===== src/rtl/if_fetch_queue.sv =====
// Instruction-fetch stage with a small instruction FIFO feeding decode.
// Owns the fetch PC and keeps at most one imem request outstanding. FIFO
// space is reserved before a request goes out, so a returning word always
// has room. On a redirect the FIFO is flushed and any in-flight response
// is discarded.
// Optional build macro: IF_JAL_PREDECODE_EN. When defined, a pushed JAL
// retargets the fetch PC in the push cycle.
//
// state | meaning
// IDLE  | no request issued (FIFO has no free credit, or just out of reset)
// REQ   | imem_req high, holding imem_addr until imem_ready
// WAIT  | request accepted, waiting for imem_rvalid
// DROP  | waiting for a stale response to discard after a redirect
module if_fetch_queue #(
  parameter logic [31:0] RESET_PC = 32'h0000_0000,
  parameter int          DEPTH    = 2
) (
  input  logic        clk,
  input  logic        rst_n,
  output logic        imem_req,
  output logic [31:0] imem_addr,
  input  logic        imem_ready,
  input  logic        imem_rvalid,
  input  logic [31:0] imem_rdata,
  input  logic        redirect_valid,
  input  logic [31:0] redirect_pc,
  output logic        id_valid,
  output logic [31:0] id_inst,
  output logic [31:0] id_pc,
  input  logic        id_ready
);

  localparam int          PW  = (DEPTH > 2) ? $clog2(DEPTH) : 1;
  localparam int          CW  = $clog2(DEPTH + 1);
  localparam logic [31:0] NOP = 32'h0000_0013;

  typedef enum logic [1:0] {IDLE, REQ, WAIT, DROP} state_t;

  state_t        state, state_next;
  logic [31:0]   fetch_pc, fetch_pc_next;
  logic [31:0]   req_pc;
  logic [CW-1:0] count, count_next;
  logic [PW-1:0] rd_ptr, wr_ptr;
  logic [31:0]   inst_q [DEPTH];
  logic [31:0]   pc_q   [DEPTH];

  logic accept, push, pop, credit;
  logic unused_redirect_bits;

  assign accept = (state == REQ) && imem_ready;
  assign push   = (state == WAIT) && imem_rvalid && !redirect_valid;
  assign pop    = id_valid && id_ready && !redirect_valid;
  assign credit = count_next < CW'(DEPTH);
  assign unused_redirect_bits = ^redirect_pc[1:0];

`ifdef IF_JAL_PREDECODE_EN
  logic        is_jal;
  logic [31:0] jal_imm;
  assign is_jal  = imem_rdata[6:2] == 5'b11011;
  assign jal_imm = {{11{imem_rdata[31]}}, imem_rdata[31], imem_rdata[19:12],
                    imem_rdata[20], imem_rdata[30:21], 1'b0};
`endif

  function automatic logic [PW-1:0] ptr_inc(input logic [PW-1:0] p);
    return (p == PW'(DEPTH - 1)) ? '0 : p + PW'(1);
  endfunction

  // FIFO occupancy after this cycle's push/pop/flush
  always_comb begin
    count_next = count;
    if (redirect_valid)   count_next = '0;
    else if (push && !pop) count_next = count + CW'(1);
    else if (!push && pop) count_next = count - CW'(1);
  end

  // FSM state register
  always_ff @(posedge clk or negedge rst_n) begin
    if (!rst_n) state <= IDLE;
    else        state <= state_next;
  end

  // FSM next-state logic; a redirect always leaves the FIFO empty so credit holds
  always_comb begin
    state_next = state;
    case (state)
      IDLE: if (credit) state_next = REQ;
      REQ:  if (imem_ready) state_next = redirect_valid ? DROP : WAIT;
      WAIT: begin
        if (redirect_valid)   state_next = imem_rvalid ? REQ : DROP;
        else if (imem_rvalid) state_next = credit ? REQ : IDLE;
      end
      DROP: if (imem_rvalid) state_next = REQ;
      default: state_next = IDLE;
    endcase
  end

  // FSM outputs
  always_comb begin
    imem_req = (state == REQ);
  end

  assign imem_addr = fetch_pc;

  // Fetch PC: redirect wins, then JAL predecode (if built), then sequential advance
  always_comb begin
    fetch_pc_next = fetch_pc;
    if (redirect_valid) fetch_pc_next = {redirect_pc[31:2], 2'b00};
`ifdef IF_JAL_PREDECODE_EN
    else if (push && is_jal) fetch_pc_next = req_pc + jal_imm;
`endif
    else if (accept) fetch_pc_next = fetch_pc + 32'd4;
  end

  // Fetch PC, accepted-request PC and FIFO pointers
  always_ff @(posedge clk or negedge rst_n) begin
    if (!rst_n) begin
      fetch_pc <= RESET_PC;
      req_pc   <= RESET_PC;
      count    <= '0;
      rd_ptr   <= '0;
      wr_ptr   <= '0;
    end else begin
      fetch_pc <= fetch_pc_next;
      count    <= count_next;
      if (accept) req_pc <= fetch_pc;
      if (redirect_valid) begin
        rd_ptr <= '0;
        wr_ptr <= '0;
      end else begin
        if (push) wr_ptr <= ptr_inc(wr_ptr);
        if (pop)  rd_ptr <= ptr_inc(rd_ptr);
      end
    end
  end

  // FIFO storage; contents are only visible while count is non-zero
  always_ff @(posedge clk) begin
    if (push) begin
      inst_q[wr_ptr] <= imem_rdata;
      pc_q[wr_ptr]   <= req_pc;
    end
  end

  assign id_valid = (count != '0);
  assign id_inst  = id_valid ? inst_q[rd_ptr] : NOP;
  assign id_pc    = id_valid ? pc_q[rd_ptr] : 32'h0;

endmodule


===== config.mk =====
export PLATFORM = sky130hd
export DESIGN_NAME = if_fetch_queue
export DESIGN_NICKNAME = d
export VERILOG_FILES = /design/src/rtl/if_fetch_queue.sv
export SDC_FILE = /design/constraint.sdc
export NUM_CORES = 1
export LEC_CHECK = 0
export ABC_CLOCK_PERIOD_IN_PS = 8500
export CORE_MARGIN = 5
export CORE_UTILIZATION = 25
export DETAILED_ROUTE_END_ITERATION = 12
export GPL_TIMING_DRIVEN = 0
export PLACE_DENSITY = 0.48
export RECOVER_POWER = 25
export SYNTH_ARGS = -nofsm -noshare
export SYNTH_HDL_FRONTEND = slang
export SYNTH_SLANG_ARGS = --single-unit
export TNS_END_PERCENT = 1

===== constraint.sdc =====
create_clock -name clk -period 8.5 [get_ports clk]
set_clock_uncertainty 0.15 [all_clocks]
set_input_delay 2.55 -clock clk [delete_from_list [all_inputs] [get_ports clk]]
set_output_delay 2.55 -clock clk [all_outputs]
set_load 0.05 [all_outputs]

==> results of run 1 <==
power by group:
group / switching, mW / internal (mW)
Clock: 0.355 / 0.415
Sequential: 0.0832 / 1.14
Combinational: 0.975 / 0.517
through the flow:
step	util, %	hold WS (ns)	TNS, ns	setup WS [ns]	total power, mW
5_1_grt	34.3	0.331	0	1.69	3.67
6_report	34.3	0.314	0	2.55	3.49
2_1_floorplan	-	0.287	0	0.287	2.23
3_5_place_dp	32.6	0.301	0	2.86	2.78
3_3_place_gp	32.0	0.296	-506.96	-4.35	2.76
4_1_cts	34.3	0.317	0	2.53	3.55
placed cells by master (no fill, tap or decap), types with 5 or more instances in the layout:
cell	n
clkdlybuf4s50_1	160
edfxtp_1	124
mux2i_1	66
nor2_1	66
dfrtp_1	66
nand2_1	44
mux2_2	31
o21ai_0	27
clkbuf_1	18
xnor2_1	18
clkbuf_16	17
xor2_1	15
inv_1	10
buf_6	10
buf_2	9
nand4_1	7
buf_4	6
ha_1	6
and3_1	5
nor3_1	5
metal layers:
metal,GRT usage (%),vias up,routed length [um]
met3,2.77,12,796
met4,2.37,0,144
met1,15.6,2424,9710
li1,-,2391,-
met2,19.8,112,10000
met5,0,-,0
flip-flops by register name, summed over array words and instances (netlist names):
name	count
inst_q	64
req_pc	30
pc_q	60
state	2
imem_addr	30
wr_ptr	1
count	2
rd_ptr	1
worst min-delay path by stage:
| stage | startpoint | end |
|---|---|---|
| after global placement | req_pc[2] | pc_q[0][2] |
| after CTS | req_pc[2] | pc_q[1][2] |
| after detailed placement | req_pc[2] | pc_q[1][2] |
| final | req_pc[2] | pc_q[1][2] |
| after global routing | req_pc[5] | pc_q[0][5] |
| after floorplan | req_pc[10] | pc_q[0][10] |
cell families after synthesis:
family                     Yosys count  share of synthesized area (%)
DFF                                190                           67.8
and+or+nand+nor                    156                           9.74
muxes                               97                           12.7
buffers and inverters               41                           2.37
AOI/OAI and AO/OA                   37                           2.65
xor gates and xnor gates            33                           3.65
adders and majority gates            6                          0.948
other                                1                         0.0473
worst reg2reg max path: stages, from the launching register on:
cell	delay [ns]
dfrtp_1	0.42
inv_1	0.09
ha_1	0.30
nand2_1	0.20
nor3b_2	0.78
buf_6	0.27
buf_6	0.19
buf_8	0.16
area by class of cell:
type	count	share of cell area, %
Buffer	31	1.40
Clock buffer	20	4.15
Clock inverter	12	1.02
Inverter	10	0.349
Multi-Input combinational cell	333	22.1
Sequential cell	190	50.0
Tap cell	402	4.68
Timing Repair Buffer	174	16.3
==> results.toml, run 1 <==
[routing]
vias = 4939
drt-total-wl_um = 20700
drt_iter0_drc = 186
post-route-drc-count = 0
ant_nets = 0
avgViaCountPerCell = 4.21
wire_per_inst_um = 17.6
detail_route.first_pass.iterations = 6

[critical_path]
regToRegEndpoint = "inst_q[1][6]"
endpoint_kind = "async pin"
ff2ff_path_depth = 7
path_max_fanout = 62
crit_start = "rst_n"
path_class = "in2async"
r2r-start = "state[0]"
crit_arrival_ns = 5.48
path_common_cell = "clkbuf_1"
cp-endpoint = "imem_addr[29]"
crit_path_start_kind = "input pin"
path_depth = 2
required_ns = 8.02
cpLargestDelayFamily = "buffers and inverters"
cp_num_buf_inv = 2
ff2ff_setup_slack_ns = 5.65
crit_chain = "clkbuf_1, clkbuf_1"
critPathSlowestCell = "clkbuf_1"
slowest_delay_ns = 2.63

[placement]
port_buffers = 161
placed_cells = 1140
dp_hpwl_um = 15300
gp_congestion = 0.723
placed_area_um2 = 10200

[timing]
drv_slew = 63
setup_violations = 0
tightest_slew_ns = 3.70
hold_violations = 0
slew_headroom_pct = -147
fmax_ghz = 0.168
fin_crit_ns = 5.95
rsz0062_at_grt = "no"
finalCritPeriodShare_pct = 70.1

[clock_tree]
insertion_delay_ns = 0.43
ctsLongestPathBuffers = 2
clock-root-buffer = "clkbuf_16"
cts_resized = 0
cts-htree-levels = 4
postCtsSetupRepairBufs = 0
numCtsBuffers = 17
cts_sinks = 190
cts_hold_buffers = 0
cts_tree = "done"
cts.clk_slew.worst_paths_ns = 0.06

[synth]
synth.area.top_cells = "edfxtp_1 47%, dfrtp_1 21%, mux2i_1 8.3%"
seq_area_frac_synth_pct = 67.8
synth.most_common_cell = "edfxtp_1"
syn_area_per_cell_um2 = 14.1
synth-async-reset-ratio_pct = 34.7
synth_top_area_cell = "edfxtp_1"
ys_warn_count = 0
netlist_top_cells_count = "124 x edfxtp_1, 66 x dfrtp_1, 66 x mux2i_1, 66 x nor2_1, 44 x nand2_1"
ys.flop_type = "edfxtp_1"
synth_top_area_share_pct = 47.0
synth_seq_cells = 190
synth.distinct_cells = 41
synth_edf_count = 124
synth_cells = 561
netlist_area_um2 = 7920

[global_routing]
grt-ovfl-total = 0
grt_pass1_vias = 5187
grt_usage_pct = 11.8
antenna_found_initial = 0
grt_pass1_wl_um = 31900
grt_max_degree = 63

[layout]
regArea_um2 = 5380
nNetsFinal = 833
diodes = 0
final_cell_area_um2 = 10800
fin_cells = 1172
final_layout_size_suffix_gt1_share_pct = 13.2
syn_to_final_growth_pct = 35.8
fillerInstances = 3123
multi_input_area_um2 = 2380

[min_path]
min_path_type = "reg2reg"
holdPathStages = 0

[die]
die_w_um = 188
core_um2 = 31400
initial_core_util_pct = 25.2
row_count = 65
dieArea_um2 = 35300
pin_count = 168
die_h_um = 188

[status]
status = "finished with violations"
violations = "capacitance limit, slew limit"

[power]
power_density_nw_per_um2 = 324
ir_drop_mv = 0.114
total_leakage_power_nw = 3.81

[run]
maxCapViolCount = 1
Note: power is estimated with default switching activity, not from simulation.
==> run 2, diff against run 1 <==
Settings changed: ABC_CLOCK_PERIOD_IN_PS 8500 to 5100, PLACE_DENSITY 0.48 to 0.5.
Clock period 8.5 ns to 5.1 ns, I/O delays scaled along.
==> results.toml, run 2 (same netlist as run 1, synthesis figures left out) <==
[routing]
drt-total-wl_um = 20300
avgViaCountPerCell = 4.17
vias = 4872
ant_nets = 0
post-route-drc-count = 0
detail_route.first_pass.iterations = 5
drt_iter0_drc = 205
wl_met2_um = 9530
wl_met3_um = 971
wire_per_inst_um = 17.4
wl_met1_um = 9630
highest_layer = "met4"

[layout]
regMostFlops = "inst_q"
regArea_um2 = 5380
final_layout_size_suffix_gt1_share_pct = 13.2
fillerInstances = 3125
top_regs = "inst_q x64, pc_q x60"
postLayoutCoreUtil_pct = 34.4
mostFrequentLayoutCells = "160 x clkdlybuf4s50_1, 124 x edfxtp_1, 66 x mux2i_1, 66 x nor2_1, 66 x dfrtp_1"
multi_input_area_um2 = 2390
largest_reg_flops = 64
diodes = 0
fin_cells = 1169
syn_to_final_growth_pct = 36.2
layout_commonest_cell = "clkdlybuf4s50_1"
final_cell_area_um2 = 10800
nNetsFinal = 831

[timing]
fmax_ghz = 0.217
finalCritPeriodShare_pct = 90.5
fin_ws_ns = 0.485
hold_violations = 0
hold_slack_ns = 0.320
rsz0062_at_grt = "no"
slew_headroom_pct = -65.2
tightest_slew_ns = 2.48
fin_crit_ns = 4.61
setup_violations = 0
drv_slew = 53
fin_tns_setup_ns = 0

[global_routing]
grt_max_degree = 53
grt_pass1_vias = 5254
grt-ovfl-total = 0
antenna_found_initial = 0
grt_pass1_wl_um = 31800
grt_usage_pct = 11.7

[status]
status = "finished with violations"
violations = "capacitance limit, slew limit"

[critical_path]
regToRegEndpoint = "inst_q[1][19]"
path_class = "reg2out"
path_depth = 5
endpoint_kind = "output port"
crit_start = "rd_ptr"
critPathSlowestCell = "clkdlybuf4s50_1"
ff2ff_setup_slack_ns = 2.00
slowest_delay_ns = 0.85
cpLargestDelayFamily = "buffers and inverters"
cp-endpoint = "id_pc[12]"
r2r-start = "state[0]"
crit_chain = "clkbuf_1, buf_2, mux2i_1, nor2_1, clkdlybuf4s50_1"
required_ns = 3.42
crit_arrival_ns = 2.93
path_max_fanout = 10
crit_path_start_kind = "flip-flop"
ff2ff_path_depth = 8
cp_num_buf_inv = 3

[die]
die_h_um = 188
core_um2 = 31400
dieArea_um2 = 35300
initial_core_util_pct = 25.2
pin_count = 168
row_count = 65
die_w_um = 188

[placement]
dp_hpwl_um = 15000
placed_area_um2 = 10200
dp_worst_setup_slack_ns = 0.235
placed_cells = 1138
port_buffers = 161
gp_congestion = 0.717

[clock_tree]
cts_resized = 0
clock-root-buffer = "clkbuf_16"
insertion_delay_ns = 0.43
postCtsSetupRepairBufs = 0
cts-htree-levels = 4
ctsLongestPathBuffers = 2
cts.clk_slew.worst_paths_ns = 0.08
cts_tree = "done"
cts_sinks = 190
numCtsBuffers = 17
cts_hold_buffers = 0

[run]
maxCapViolCount = 1

[min_path]
min_path_type = "reg2reg"

[power]
ir_drop_mv = 0.215
power_density_nw_per_um2 = 541
p_total_mw = 5.84
total_leakage_power_nw = 3.83
-- run 2: changes by cell type in the layout (fill, tap and decap cells not counted), moves of 2 or more --
cell	before	now
inv_8	0	5
inv_6	4	2
clkinv_8	0	2
buf_6	10	5
clkinv_4	1	4
clkbuf_1	18	15
buf_8	2	4
clkinv_2	3	0
-- run 2: where the power goes --
| group | switching [mW] | total [mW] | internal (mW) |
|---|---|---|---|
| Sequential | 0.144 | 2.05 | 1.90 |
| Combinational | 1.63 | 2.49 | 0.862 |
| Clock | 0.651 | 1.30 | 0.653 |
-- run 2: worst min path at each step --
stage / start / to / slack [ns] / cells after the start
after floorplan: req_pc[10] / pc_q[0][10] / 0.29 / 0
after global placement: req_pc[25] / pc_q[0][25] / 0.30 / 0
after detailed placement: req_pc[18] / pc_q[0][18] / 0.30 / 0
after CTS: req_pc[25] / pc_q[1][25] / 0.32 / 0
after global routing: req_pc[18] / pc_q[1][18] / 0.33 / 0
final: req_pc[7] / pc_q[1][7] / 0.32 / 0
-- run 2: final cells by class --
cell class	instances	area share (%)
Clock inverter	14	1.38
Sequential cell	190	49.8
Buffer	31	1.39
Multi-Input combinational cell	333	22.1
Tap cell	402	4.66
Clock buffer	17	3.94
Timing Repair Buffer	172	16.3
Inverter	10	0.348
-- run 2: routing by layer --
layer,vias up,GRT usage (%)
li1,2392,-
met1,2350,15.9
met2,117,18.8
met3,13,3.16
met4,0,2.51
met5,-,0
